===== config.mk =====
export PLATFORM = sky130hd
export DESIGN_NAME = conv2d_sched
export DESIGN_NICKNAME = d
export VERILOG_FILES = /design/src/rtl/conv_pkg.sv /design/src/rtl/conv_mac.sv /design/src/rtl/conv2d_sched.sv
export SDC_FILE = /design/constraint.sdc
export NUM_CORES = 1
export LEC_CHECK = 0
export ABC_CLOCK_PERIOD_IN_PS = 5580
export BUFFER_PORTS_ARGS = -buffer_cell sky130_fd_sc_hd__buf_2
export CAP_MARGIN = 20
export CELL_PAD_IN_SITES_DETAIL_PLACEMENT = 1
export CELL_PAD_IN_SITES_GLOBAL_PLACEMENT = 1
export CORE_ASPECT_RATIO = 0.75
export CORE_MARGIN = 8
export CORE_UTILIZATION = 42
export DETAILED_ROUTE_END_ITERATION = 10
export PLACE_DENSITY_LB_ADDON = 0.1
export SYNTH_ARGS = -nofsm -noshare
export SYNTH_HDL_FRONTEND = slang
export SYNTH_SLANG_ARGS = --single-unit

===== constraint.sdc =====
create_clock -name clk -period 5.58 [get_ports clk]
set_clock_uncertainty 0.2 [all_clocks]
set_input_delay 0.837 -clock clk [delete_from_list [all_inputs] [get_ports clk]]
set_output_delay 0.837 -clock clk [all_outputs]
set_load 0.02 [all_outputs]

===== src/rtl/conv_pkg.sv =====
// conv_pkg: shared state encoding and width helpers for conv2d_sched
package conv_pkg;
  typedef enum logic [2:0] {IDLE, INIT, INIT2, MAC, DRAIN, WRITE, DONE} state_t;
  function automatic int clog2(input int v);
    int r;
    r = 0;
    while ((1 << r) < v) r++;
    return r < 1 ? 1 : r;
  endfunction
  function automatic int acc_w(input int dw, input int taps);
    return 2 * dw + clog2(taps);
  endfunction
endpackage


===== src/rtl/conv_mac.sv =====
// conv_mac: signed multiply-accumulate with padding gate, clear and bias load
module conv_mac
  import conv_pkg::*;
#(
  parameter int dw = 8,
  parameter int aw = acc_w(8, 9)
) (
  input  logic                 clk,
  input  logic                 rst,
  input  logic                 clr,
  input  logic                 en,
  input  logic                 pad,
  input  logic                 ld,
  input  logic signed [dw-1:0] a,
  input  logic signed [dw-1:0] b,
  input  logic signed [dw-1:0] bias,
  output logic signed [dw-1:0] res
);
  logic signed [2*dw-1:0] prod;
  logic signed [aw-1:0] inc;
  logic signed [aw-1:0] acc;
  always_comb begin
    prod = en && !pad ? (2*dw)'(a) * (2*dw)'(b) : '0;
    inc = (aw)'(prod) + (ld ? (aw)'(bias) : '0);
    res = acc[dw-1:0];
  end
  always_ff @(posedge clk) acc <= rst || clr ? '0 : acc + inc;
endmodule


===== src/rtl/conv2d_sched.sv =====
// conv2d_sched: one-MAC 2-D convolution scheduler; define CONV2D_BIAS_EN for per-channel bias ports
module conv2d_sched
  import conv_pkg::*;
#(
  parameter int in_channels = 1,
  parameter int out_channels = 1,
  parameter int kernel_rows = 3,
  parameter int kernel_cols = 3,
  parameter int stride_row = 1,
  parameter int stride_col = 1,
  parameter int pad_rows = 0,
  parameter int pad_cols = 0,
  parameter int rows = 27,
  parameter int cols = 27,
  parameter int data_size = 8,
  localparam int o_rows = (rows + 2*pad_rows - kernel_rows)/stride_row + 1,
  localparam int o_cols = (cols + 2*pad_cols - kernel_cols)/stride_col + 1,
  localparam int iaw = clog2(in_channels*rows*cols),
  localparam int kaw = clog2(out_channels*in_channels*kernel_rows*kernel_cols),
  localparam int oaw = clog2(out_channels*o_rows*o_cols),
  localparam int baw = clog2(out_channels)
) (
  input  logic                        clk,
  input  logic                        rst,
  input  logic                        start,
  output logic                        busy,
  output logic                        done,
  output logic [iaw-1:0]              in_addr,
  input  logic signed [data_size-1:0] in_data,
  output logic [kaw-1:0]              kern_addr,
  input  logic signed [data_size-1:0] kern_data,
`ifdef CONV2D_BIAS_EN
  input  logic signed [data_size-1:0] bias_data,
  output logic [baw-1:0]              bias_addr,
`endif
  output logic [oaw-1:0]              out_addr,
  output logic signed [data_size-1:0] out_data,
  output logic                        out_valid,
  input  logic                        out_ready
);
  localparam int taps = in_channels*kernel_rows*kernel_cols;
  localparam int aw = acc_w(data_size, taps);
  localparam int cow = baw;
  localparam int orw = clog2(o_rows);
  localparam int ocw = clog2(o_cols);
  localparam int ciw = clog2(in_channels);
  localparam int krw = clog2(kernel_rows);
  localparam int kcw = clog2(kernel_cols);
  state_t state, nxt;
  logic [cow-1:0] co;
  logic [orw-1:0] orow;
  logic [ocw-1:0] ocol;
  logic [ciw-1:0] ci;
  logic [krw-1:0] kr;
  logic [kcw-1:0] kc;
  logic signed [31:0] r, c;
  logic pad, pad_d, en_d, ld, hs;
  logic kc_last, kr_last, ci_last, tap_last, ocol_last, orow_last, co_last;
  logic signed [data_size-1:0] bias, res;
`ifdef CONV2D_BIAS_EN
  assign bias_addr = co;
  assign bias = bias_data;
  assign ld = state == MAC && kc == '0 && kr == '0 && ci == '0;
`else
  assign bias = '0;
  assign ld = 1'b0;
`endif
  always_comb begin
    kc_last = kc == kcw'(kernel_cols - 1);
    kr_last = kr == krw'(kernel_rows - 1);
    ci_last = ci == ciw'(in_channels - 1);
    tap_last = kc_last && kr_last && ci_last;
    ocol_last = ocol == ocw'(o_cols - 1);
    orow_last = orow == orw'(o_rows - 1);
    co_last = co == cow'(out_channels - 1);
    hs = state == WRITE && out_ready;
    r = 32'(orow)*stride_row + 32'(kr) - pad_rows;
    c = 32'(ocol)*stride_col + 32'(kc) - pad_cols;
    pad = r < 0 || r >= rows || c < 0 || c >= cols;
    in_addr = state == MAC && !pad ? iaw'(32'(ci)*rows*cols + r*cols + c) : '0;
    kern_addr = state == MAC ? kaw'(((32'(co)*in_channels + 32'(ci))*kernel_rows + 32'(kr))*kernel_cols + 32'(kc)) : '0;
    out_addr = oaw'(32'(co)*o_rows*o_cols + 32'(orow)*o_cols + 32'(ocol));
    out_data = res;
    out_valid = state == WRITE;
    busy = state != IDLE && state != DONE;
    done = state == DONE;
  end
  always_comb begin
    nxt = state;
    case (state)
      IDLE: nxt = start ? INIT : IDLE;
`ifdef CONV2D_BIAS_EN
      INIT: nxt = INIT2;
      INIT2: nxt = MAC;
`else
      INIT: nxt = MAC;
`endif
      MAC: nxt = tap_last ? DRAIN : MAC;
      DRAIN: nxt = WRITE;
      WRITE: nxt = out_ready ? (co_last && orow_last && ocol_last ? DONE : INIT) : WRITE;
      default: nxt = IDLE;
    endcase
  end
  always_ff @(posedge clk) state <= rst ? IDLE : nxt;
  always_ff @(posedge clk) begin
    en_d <= !rst && state == MAC;
    pad_d <= !rst && pad;
  end
  always_ff @(posedge clk) begin
    if (rst || state == IDLE) begin
      {co, orow, ocol, ci, kr, kc} <= '0;
    end else begin
      if (state == INIT) {ci, kr, kc} <= '0;
      if (state == MAC) begin
        kc <= kc_last ? '0 : kc + kcw'(1);
        if (kc_last) kr <= kr_last ? '0 : kr + krw'(1);
        if (kc_last && kr_last) ci <= ci_last ? '0 : ci + ciw'(1);
      end
      if (hs) begin
        ocol <= ocol_last ? '0 : ocol + ocw'(1);
        if (ocol_last) orow <= orow_last ? '0 : orow + orw'(1);
        if (ocol_last && orow_last) co <= co_last ? '0 : co + cow'(1);
      end
    end
  end
  conv_mac #(.dw(data_size), .aw(aw)) u_mac (
    .clk(clk),
    .rst(rst),
    .clr(state == INIT),
    .en(en_d),
    .pad(pad_d),
    .ld(ld),
    .a(in_data),
    .b(kern_data),
    .bias(bias),
    .res(res)
  );
endmodule


==> run metrics <==
synthesized area per cell=8.790 um^2; worst skew pair latency=0.27 ns; Post-Synthesis Cells=560; GPL Wtd Cong=0.8311; initial antenna violation count=0; starting density of the core=0.4270; Post-synth EDFFs=0; cts bufs inserted=3; Crit path largest cell delay=between 0.5 and 0.6 ns; Synth async-reset ratio=0; compound-gate portion of the synthesized area=0.08287; Synth-to-Final Area Change=20.44%; Synth area leaders=ha_1, fa_1, dfxtp_1; Fillers=roughly 1.4k; Worst slew margin=0.6474; CP Max Fanout=2; Die Y=roughly 110 um; max-cap check violation count=0; DR pass1 iterations=4; largest area contributor in the netlist=ha_1; PD cells=about 100 nW/um^2; Crit-path slowest cell=fa_1; H-tree depth=1; kind of critical path=reg2out; Post-Synth XOR/XNOR Area=0.1035; DRC=0; fin worst setup slack=-0.6775 ns; Slew Viols, Final=0; CP endpoint kind=output pin; # setup viols final=5; Critical Path AT=between 5 and 6 ns; Final Hold Viols=0; Worst VDD drop=0.09009 mV; buffer depth of the longest clock path=2; failing checks=setup timing; unrepaired setup endpoints after global routing=yes; routed length per instance=roughly 15 um; maximum clock rate=159.8 MHz; Cell variety after synth=48; Detail Placement HPWL=10.47 mm; Post-Syn Area=approximately 4900 um^2; row count=34; worst min path class=reg2reg; largest net degree at the start of global routing=22; global route overflow=0; slew at the pin closest to its max-slew limit=0.5282 ns; nets@finish=between 800 and 900; Core Region=11,530 um^2; Final Cycle Share=1.121; synthesized-area fraction occupied by adder cells=0.4520; layout cell share with drive strength beyond 1=0.2392; Post-Synth Simple-Gate Area=0.1637; status=finished, violations left; I/O Buffers=54; DR vias=just under 4k; clk sinks=28; post-route ant nets=0; setup TNS=-3.004 ns; crit start category=flop; total die area=around 15,000 um^2; Ys Warns=0; CTS Root Cell=clkbuf_16; multiplexer share of the synthesized area=0.002288; Seq cells post-synth=28; vias in the first global route=4,334; Most used DFF post-synth=dfxtp_1; CP top delay family=adder cells; fin crit period=approximately 6.3 ns; final WL=between 10 and 15 mm; static leakage=between 3 and 4 nW; Yosys top cell area share=0.2974; vias per inst=4.893; io pins=55; CP Data Required Time=~4.5 ns; pre-CTS WS=-0.4559 ns; TritonCTS clock tree=built; Total GRT Usage=0.1595; sequential element share of the synthesized area=0.1139; Buf/Inv on CP=7; commonest non-fill, non-tap cell in the layout=ha_1; first-pass GRT wire length=just over 20 mm; net count after synthesis=735; most frequent cells in the layout=ha_1, inv_1, buf_2; ant diodes=0; main combinational cell family by area after synthesis=adder cells; CP Cell Sequence=ha_4 -> fa_2 -> nand2_2 -> xnor2_2 -> inv_1 -> ha_1 -> inv_2 -> ha_4 -> inv_2 -> fa_1 -> inv_2 -> fa_1 -> fa_1 -> inv_1 -> fa_1 -> inv_2 -> ha_4 -> a21oi_4 -> o21bai_1 -> a21oi_1 -> xor2_1 -> nor2_2 -> buf_6; Initial DRC Count=a little under 90; die width=between 100 and 150 um; CTS clk-pin slew, worst paths=about 0.07 ns; Post-CTS Hold Buffers=0
cell usage after synthesis, drive strengths merged (8+ instances only):
cell	instances
ha	117
inv	92
nor2	42
fa	38
xnor2	38
and2	32
dfxtp	28
nand2	28
a21oi	24
xor2	14
a21o	12
o21ai	11
nand3	9
and3	8
where the power goes:
group / switching [W] / internal [W] / leakage [nW]
Clock: 0.0000737 / 0.000110 / 0.0442
Combinational: 0.000120 / 0.000108 / 3.07
Sequential: 0.00000715 / 0.000203 / 0.229
Total: 0.000201 / 0.000421 / 3.34
cell families (layout without fill, tap and decap cells):
kind of cell | Yosys count | count (layout)
adders and majority gates | 155 | 155
buffers and inverters | 102 | 190
muxes | 1 | 1
AOI/OAI and AO/OA | 64 | 64
DFF | 28 | 28
xor gates and xnor gates | 54 | 54
and+or+nand+nor | 156 | 156
what timing repair did:
item / 4_1_cts / 5_1_grt
gates resized for setup: 19 / 8
setup endpoints to repair: 6 / 6
buffers inserted: 6 / 3
pin swaps: 7 / 13
final timing paths:
path	startpoint	end	slack (ns)	cells after the start
setup reg to reg	orow[1]$_SDFFE_PP0P_	pad_d$_DFF_P_	2.85	12
hold / removal	u_mac.acc[0]$_SDFF_PP0_	u_mac.acc[0]$_SDFF_PP0_	0.41	2
setup / recovery	orow[0]$_SDFFE_PP0P_	in_addr[8]	-0.68	23
hold reg to reg	u_mac.acc[0]$_SDFF_PP0_	u_mac.acc[0]$_SDFF_PP0_	0.41	2
stage by stage:
| step | cells | util | area (um^2) | hold WS [ns] | power, W |
|---|---|---|---|---|---|
| detailed placement | 797 | 0.4895 | 5643 | 0.3915 | 0.0004450 |
| global route | 810 | 0.5142 | 5928 | 0.4447 | 0.0006643 |
| global placement | 797 | 0.4895 | 5643 | 0.3781 | 0.0004346 |
| floorplan | 560 | - | 4995 | 0.3163 | 0.0003800 |
| CTS | 807 | 0.5100 | 5879 | 0.4119 | 0.0006345 |
| finish | 810 | 0.5142 | 5928 | 0.4095 | 0.0006221 |
layer usage:
metal / part of all wire / global-route usage
met4: 0.0051 / 0.02141
met3: 0.034 / 0.02907
met2: 0.45 / 0.2657
met5: 0 / 0
met1: 0.51 / 0.2175
state kept, by name, summed over array words and instances (netlist names):
| register | flops |
|---|---|
| u_mac.acc | 8 |
| ocol | 5 |
| orow | 5 |
| state | 3 |
| kc | 2 |
| kr | 2 |
| ci | 1 |
| en_d | 1 |
| pad_d | 1 |
tightest hold or removal path, delay by kind of cell (launching register included):
kind / cells / cell delay (ns)
flops: 1 / 0.35
fa+ha+maj: 1 / 0.13
simple gates: 1 / 0.10
layout make-up:
type                            instances  area [um^2]  share of cell area
Sequential cell                        28        568.0             0.09582
Inverter                               92        345.3             0.05825
Timing Repair Buffer                   94        611.8              0.1032
Clock buffer                            4        88.84             0.01499
Tap cell                              162        202.7             0.03419
Multi-Input combinational cell        430         4111              0.6935
No activity file was read; power rests on OpenSTA's default activity.
